--- config.mk ---
export PLATFORM = sky130hd
export DESIGN_NAME = score_ctrl
export DESIGN_NICKNAME = d
export VERILOG_FILES = /design/src/rtl/score_ctrl_pkg.sv /design/src/rtl/score_ctrl_timer.sv /design/src/rtl/score_ctrl.sv
export SDC_FILE = /design/constraint.sdc
export NUM_CORES = 1
export LEC_CHECK = 0
export ABC_AREA = 1
export CAP_MARGIN = 20
export CORE_MARGIN = 2
export CORE_UTILIZATION = 50
export DETAILED_ROUTE_END_ITERATION = 8
export PLACE_DENSITY_LB_ADDON = 0.25
export SETUP_SLACK_MARGIN = 0.15
export SLEW_MARGIN = 10
export SYNTH_ARGS = -nofsm -noshare
export SYNTH_HDL_FRONTEND = slang
export SYNTH_SLANG_ARGS = --single-unit
--- constraint.sdc ---
create_clock -name clk -period 1.44 [get_ports clk]
set_input_delay 0.216 -clock clk [delete_from_list [all_inputs] [get_ports clk]]
set_output_delay 0.216 -clock clk [all_outputs]
set_load 0.005 [all_outputs]
--- src/rtl/score_ctrl_pkg.sv ---
// rtl/score_ctrl_pkg.sv - shared states, point constants and score clipping for score_ctrl
package score_ctrl_pkg;

    typedef enum logic [2:0] {
        S_IDLE,
        S_INIT,
        S_GAP,
        S_SHOW,
        S_SCORE,
        S_DONE
    } state_t;

    localparam logic [3:0] PTS_NONE  = 4'd0;
    localparam logic [3:0] PTS_SLOW  = 4'd1;
    localparam logic [3:0] PTS_MED   = 4'd2;
    localparam logic [3:0] PTS_FAST  = 4'd3;
    localparam logic [3:0] SCORE_MAX = 4'd15;

    // Limit a round's points so the running total saturates at SCORE_MAX.
    function automatic logic [3:0] clip_pts(input logic [3:0] raw, input logic [3:0] shadow);
        logic [3:0] headroom;
        headroom = SCORE_MAX - shadow;
        return (raw < headroom) ? raw : headroom;
    endfunction

endpackage

--- src/rtl/score_ctrl_timer.sv ---
// rtl/score_ctrl_timer.sv - clearable up-counter shared by the gap and response windows
module reaction_timer #(
    parameter int GAP_CYC  = 200,
    parameter int WIN_CYC  = 1000,
    parameter int FAST_CYC = 250,
    parameter int MED_CYC  = 500
) (
    input  logic clk,
    input  logic CLR,
    input  logic clr_i,
    output logic lt_fast_o,
    output logic lt_med_o,
    output logic expired_o,
    output logic gap_end_o
);

    localparam int MAX_CYC = (GAP_CYC > WIN_CYC) ? GAP_CYC : WIN_CYC;
    localparam int TW      = $clog2(MAX_CYC);

    localparam logic [TW-1:0] FAST_T  = TW'(FAST_CYC);
    localparam logic [TW-1:0] MED_T   = TW'(MED_CYC);
    localparam logic [TW-1:0] WIN_END = TW'(WIN_CYC - 1);
    localparam logic [TW-1:0] GAP_END = TW'(GAP_CYC - 1);

    logic [TW-1:0] cnt_q;

    always_ff @(posedge clk or posedge CLR) begin
        if (CLR) begin
            cnt_q <= '0;
        end else if (clr_i) begin
            cnt_q <= '0;
        end else begin
            cnt_q <= cnt_q + TW'(1);
        end
    end

    assign lt_fast_o = (cnt_q < FAST_T);
    assign lt_med_o  = (cnt_q < MED_T);
    assign expired_o = (cnt_q == WIN_END);
    assign gap_end_o = (cnt_q == GAP_END);

endmodule

--- src/rtl/score_ctrl.sv ---
// rtl/score_ctrl.sv - reaction-game round sequencer driving an external score accumulator
module score_ctrl
    import score_ctrl_pkg::*;
#(
    parameter int ROUNDS   = 8,
    parameter int GAP_CYC  = 200,
    parameter int WIN_CYC  = 1000,
    parameter int FAST_CYC = 250,
    parameter int MED_CYC  = 500
) (
    input  logic       clk,
    input  logic       CLR,
    input  logic       start,
    input  logic       btn,
    output logic       led_on,
    output logic       acc_clr,
    output logic       acc_ld,
    output logic [3:0] acc_d,
    output logic [3:0] round_cnt,
    output logic       busy,
    output logic       done
);

    localparam logic [3:0] ROUNDS_C = 4'(ROUNDS);

    state_t     state_q, state_d;
    logic [3:0] round_q, shadow_q;
    logic       early_q;
    logic       led_on_q, acc_clr_q, acc_ld_q, busy_q, done_q;
    logic [3:0] acc_d_q;
    logic [3:0] raw_pts, pts_d;
    logic       timer_clr, lt_fast, lt_med, expired, gap_end;

    reaction_timer #(
        .GAP_CYC (GAP_CYC),
        .WIN_CYC (WIN_CYC),
        .FAST_CYC(FAST_CYC),
        .MED_CYC (MED_CYC)
    ) u_timer (
        .clk      (clk),
        .CLR      (CLR),
        .clr_i    (timer_clr),
        .lt_fast_o(lt_fast),
        .lt_med_o (lt_med),
        .expired_o(expired),
        .gap_end_o(gap_end)
    );

    always_comb begin
        state_d = state_q;
        raw_pts = PTS_NONE;
        unique case (state_q)
            S_IDLE, S_DONE: if (start) state_d = S_INIT;
            S_INIT:         state_d = S_GAP;
            S_GAP:          if (gap_end) state_d = S_SHOW;
            S_SHOW: begin
                if (btn || expired) begin
                    state_d = S_SCORE;
                    // A press on the last window cycle still scores by its timing.
                    if (btn && !early_q) begin
                        raw_pts = lt_fast ? PTS_FAST : (lt_med ? PTS_MED : PTS_SLOW);
                    end
                end
            end
            S_SCORE:        state_d = ((round_q + 4'd1) == ROUNDS_C) ? S_DONE : S_GAP;
            default:        state_d = S_IDLE;
        endcase
        pts_d     = clip_pts(raw_pts, shadow_q);
        timer_clr = (state_d != state_q) || !((state_q == S_GAP) || (state_q == S_SHOW));
    end

    // Outputs are registered from the next state so they line up with the state they describe.
    always_ff @(posedge clk or posedge CLR) begin
        if (CLR) begin
            state_q   <= S_IDLE;
            round_q   <= 4'd0;
            shadow_q  <= 4'd0;
            early_q   <= 1'b0;
            led_on_q  <= 1'b0;
            acc_clr_q <= 1'b0;
            acc_ld_q  <= 1'b0;
            acc_d_q   <= 4'd0;
            busy_q    <= 1'b0;
            done_q    <= 1'b0;
        end else begin
            state_q   <= state_d;
            led_on_q  <= (state_d == S_SHOW);
            acc_clr_q <= (state_d == S_INIT);
            busy_q    <= !((state_d == S_IDLE) || (state_d == S_DONE));
            done_q    <= (state_d == S_DONE);
            acc_ld_q  <= (state_d == S_SCORE) && (pts_d != 4'd0);
            acc_d_q   <= (state_d == S_SCORE) ? pts_d : 4'd0;
            if (state_d == S_INIT) begin
                round_q  <= 4'd0;
                shadow_q <= 4'd0;
                early_q  <= 1'b0;
            end else if ((state_q == S_GAP) && btn) begin
                early_q <= 1'b1;
            end else if (state_q == S_SCORE) begin
                shadow_q <= shadow_q + acc_d_q;
                round_q  <= round_q + 4'd1;
                early_q  <= 1'b0;
            end
        end
    end

    assign led_on    = led_on_q;
    assign acc_clr   = acc_clr_q;
    assign acc_ld    = acc_ld_q;
    assign acc_d     = acc_d_q;
    assign round_cnt = round_q;
    assign busy      = busy_q;
    assign done      = done_q;

endmodule

==> results.txt <==
----------------------------------------------------
[Outcome]
  Result of the run ... finished with violations
  Violated checks ... negative setup slack

[Drt]
  Residual DRC ... 0
  Antenna violation net count after detailed routing ... 0
  Routed wire length ... 5054 um
  Number of vias after detailed routing ... 1,640
  Average wire per cell in the routed design ... 15.09 um
  Drt pass-1 iters ... 4
  Via count normalized by instance count ... 4.896
  First-iteration detailed-routing DRC count ... 99

[Logic synthesis]
  Avg Synthesized Cell Area ... 8.378 sq um
  Distinct cell type count after synthesis ... 27
  Leading cell types by total area after synthesis ... sky130_fd_sc_hd__dfrtp_1 45%, sky130_fd_sc_hd__nand2_1 10%, sky130_fd_sc_hd__inv_1 9.0%
  Yosys warns ... 0
  Flip-flop and latch count after synthesis ... 31
  Largest area contributor in the synthesized netlist ... sky130_fd_sc_hd__dfrtp_1
  Share of synthesized area occupied by flip-flops and latches ... 0.4539
  Synthesized cell area ... 1709 sq um
  Synth Instances ... 204
  Portion of synthesized cell area occupied by the leading cell type ... 0.4539

[STA]
  Final clock skew ... 0.008785 ns
  Max-slew violation count ... 0
  Number of endpoints failing setup at the final stage ... 28
  Worst hold slack across all endpoints ... 0.1900 ns
  Fin crit share ... 1.236
  Achievable clock frequency ... 562.0 MHz
  Final setup margin ... -0.3394 ns
  Shortest period the worst path allows ... 1.779 ns
  Final hold violation count ... 0
  Setup repair after global routing missed its margin ... true
  Total negative setup slack ... -7.491 ns

[CTS]
  Clock net sink count ... 31
  Clock-pin slew of the registers on the worst-case setup and hold paths ... 0.10 ns
  CTS Root Buffer Type ... sky130_fd_sc_hd__clkbuf_4
  Number of buffers created by CTS ... 5
  Skew-Pair Late Insertion Delay ... 0.35 ns
  Number of buffers added to fix hold violations after cts ... 0
  CTS tree ... yes
  Number of buffers on the longest clock path ... 2
  Max H-tree Level ... 2

[GRT]
  Maximum number of pins on one net before global-route repair ... 32
  Number of antenna violations at the first check in global routing ... 0
  All-layer global routing usage ... 0.2614
  Global-route wire length before repair ... 7838 um
  GRT Residual Overflow ... 0
  Vias in the first global route ... 1,792

[Floorplanning]
  Area enclosed by the die boundary ... 3902 sq um
  Core region area ... 3311 sq um
  Row count ... 21
  Starting density of the core ... 0.5163
  IO Pins ... 17
  Die Y ... 62.47 um
  Die extent in x ... 62.47 um

[Setup path]
  Worst R2R End ... early_q
  Source of the critical timing path ... u_timer.cnt_q[0]
  Critical path class ... register to register
  Reg-to-reg setup timing slack ... -0.34 ns
  Cell depth of the worst flop-to-flop path ... 9
  Endpoint required time on the critical path ... 1.70 ns
  Arr. time, crit path ... 2.04 ns
  Startpoint Class ... register
  Nature of the critical path endpoint ... register
  Setup crit end ... early_q
  Highest fanout seen on the critical path ... 5
  Worst reg2reg path startpoint ... u_timer.cnt_q[0]

[Layout]
  Final standard cell count with taps included and fillers excluded ... 335
  Layout overhead on the synthesized area ... 56.30%
  Fraction of final layout cells sized beyond drive strength 1 ... 0.4464
  Count of antenna diodes in the layout ... 0
  Flip-flop and latch area ... 777.0 sq um
  FILL cells ... 226
  Area used by multi-input combinational logic ... 970.9 sq um
  Number of nets in the layout ... 299

[Run]
  Max cap viols ... 0

[Place]
  Hpwl dp ... 2733 um
  Placed insts ... 309
  Final weighted congestion of routability-driven global placement ... 0.8347
  Count of buffers from port buffering ... 16

[Power and ir drop]
  Power density of the placed cells ... 1437 nW/um^2
  VDD IR max ... 1133 uV
  Leak Pwr ... 0.001455 uW

[Worst hold path]
  Path category of the worst min-delay check ... primary input to async pin

----------------------------------------------------
-- sequential cells by signal, indices dropped and copies added, names as in the netlist --
signal / count
u_timer.cnt_q: 10
acc_d: 4
round_cnt: 4
shadow_q: 4
state_q: 3
acc_clr: 1
acc_ld: 1
busy: 1
done: 1
early_q: 1
led_on: 1
-- synthesized netlist by cell type, drive strengths merged --
cell	number
nand2	50
inv	42
dfrtp	31
nor2	25
nand3	16
xor2	7
a21oi	6
ha	6
o21ai	6
xnor2	4
nand4	2
nor3	2
a22oi	1
a31oi	1
buf	1
conb	1
fa	1
nand3b	1
or2	1
-- worst min-delay path by stage --
| stage | cells past startpoint | end | slack [ns] | start |
|---|---|---|---|---|
| 2_1_floorplan | 1 | acc_clr | 0.32 | CLR |
| 5_1_grt | 3 | u_timer.cnt_q[2] | 0.20 | CLR |
| 3_5_place_dp | 2 | u_timer.cnt_q[0] | 0.53 | u_timer.cnt_q[0] |
| 4_1_cts | 3 | u_timer.cnt_q[2] | 0.20 | CLR |
| 6_report | 3 | u_timer.cnt_q[2] | 0.19 | CLR |
| 3_3_place_gp | 2 | u_timer.cnt_q[0] | 0.52 | u_timer.cnt_q[0] |
-- layout by cell type (no fill, tap or decap), drive strengths merged --
master         instances
buf                   62
nand2                 50
inv                   42
dfrtp                 31
nor2                  25
nand3                 17
dlygate4sd2            9
xor2                   7
o21ai                  6
ha                     6
a21oi                  6
clkbuf                 5
xnor2                  4
clkinv                 3
clkdlybuf4s50          3
nand4                  2
nand3b                 2
conb                   2
nor3                   2
a31oi                  1
a22oi                  1
or2                    1
fa                     1
clkdlybuf4s15          1
-- logic make-up after synthesis --
family | synth area share
XOR/XNOR | 0.06076
other | 0.002194
flip-flops | 0.4539
adder cells (fa/ha/maj) | 0.05564
buffers and inverters | 0.09883
AO/OA/AOI/OAI | 0.04320
AND/OR/NAND/NOR | 0.2855
-- routing by layer --
metal	track usage	part of all wire	wire, um	vias to the layer above
li1	-	-	-	798
met1	0.2822	0.38	1915	777
met2	0.4597	0.54	2718	41
met3	0.06306	0.031	156	24
met4	0.1611	0.052	263	0
met5	0	0	0	-
-- per-stage QoR --
stage | power [uW] | setup slack [ns] | util | instance area, sq um
after floorplan | 1848 | -0.1174 | - | 1732
after global placement | 2480 | -0.3037 | 0.6867 | 2273
after detailed placement | 2546 | -0.4550 | 0.6867 | 2273
after CTS | 3603 | -0.1905 | 0.7740 | 2562
after global routing | 4049 | -0.4134 | 0.8069 | 2671
final | 3839 | -0.3394 | 0.8069 | 2671
-- final cells by class --
class,instances,area share
Multi-Input combinational cell,133,0.3635
Inverter,42,0.05995
Sequential cell,31,0.2909
Timing Repair Buffer,75,0.2445
Clock buffer,5,0.01405
Clock inverter,3,0.005621
Tap cell,46,0.02155
-- repair_timing --
item / CTS / global route
pin swaps: 13 / 6
endpoints found under the setup margin: 41 / 30
resized for setup: 56 / 29
setup buffers: 15 / 1
cloned: 2 / 0
-- power breakdown --
| group | switching (uW) | leakage, uW | internal, uW | total (uW) |
|---|---|---|---|---|
| combinational | 1110 | 0.00100 | 1130 | 2230 |
| clock | 328 | 0.0000347 | 181 | 509 |
| sequential | 86.8 | 0.000415 | 1010 | 1090 |
| total | 1520 | 0.00145 | 2320 | 3840 |
-- critical path: stages (launching register included) --
cell and delay, ns:
sky130_fd_sc_hd__dfrtp_1 0.37, sky130_fd_sc_hd__ha_2 0.21, sky130_fd_sc_hd__nand2_4 0.07, sky130_fd_sc_hd__nor3_4 0.17, sky130_fd_sc_hd__a31oi_2 0.14, sky130_fd_sc_hd__nand2_2 0.17, sky130_fd_sc_hd__nand4_4 0.16, sky130_fd_sc_hd__nand3b_4 0.26
sky130_fd_sc_hd__nand2_1 0.10, sky130_fd_sc_hd__inv_1 0.05
Power figures use the tool's default switching activity.
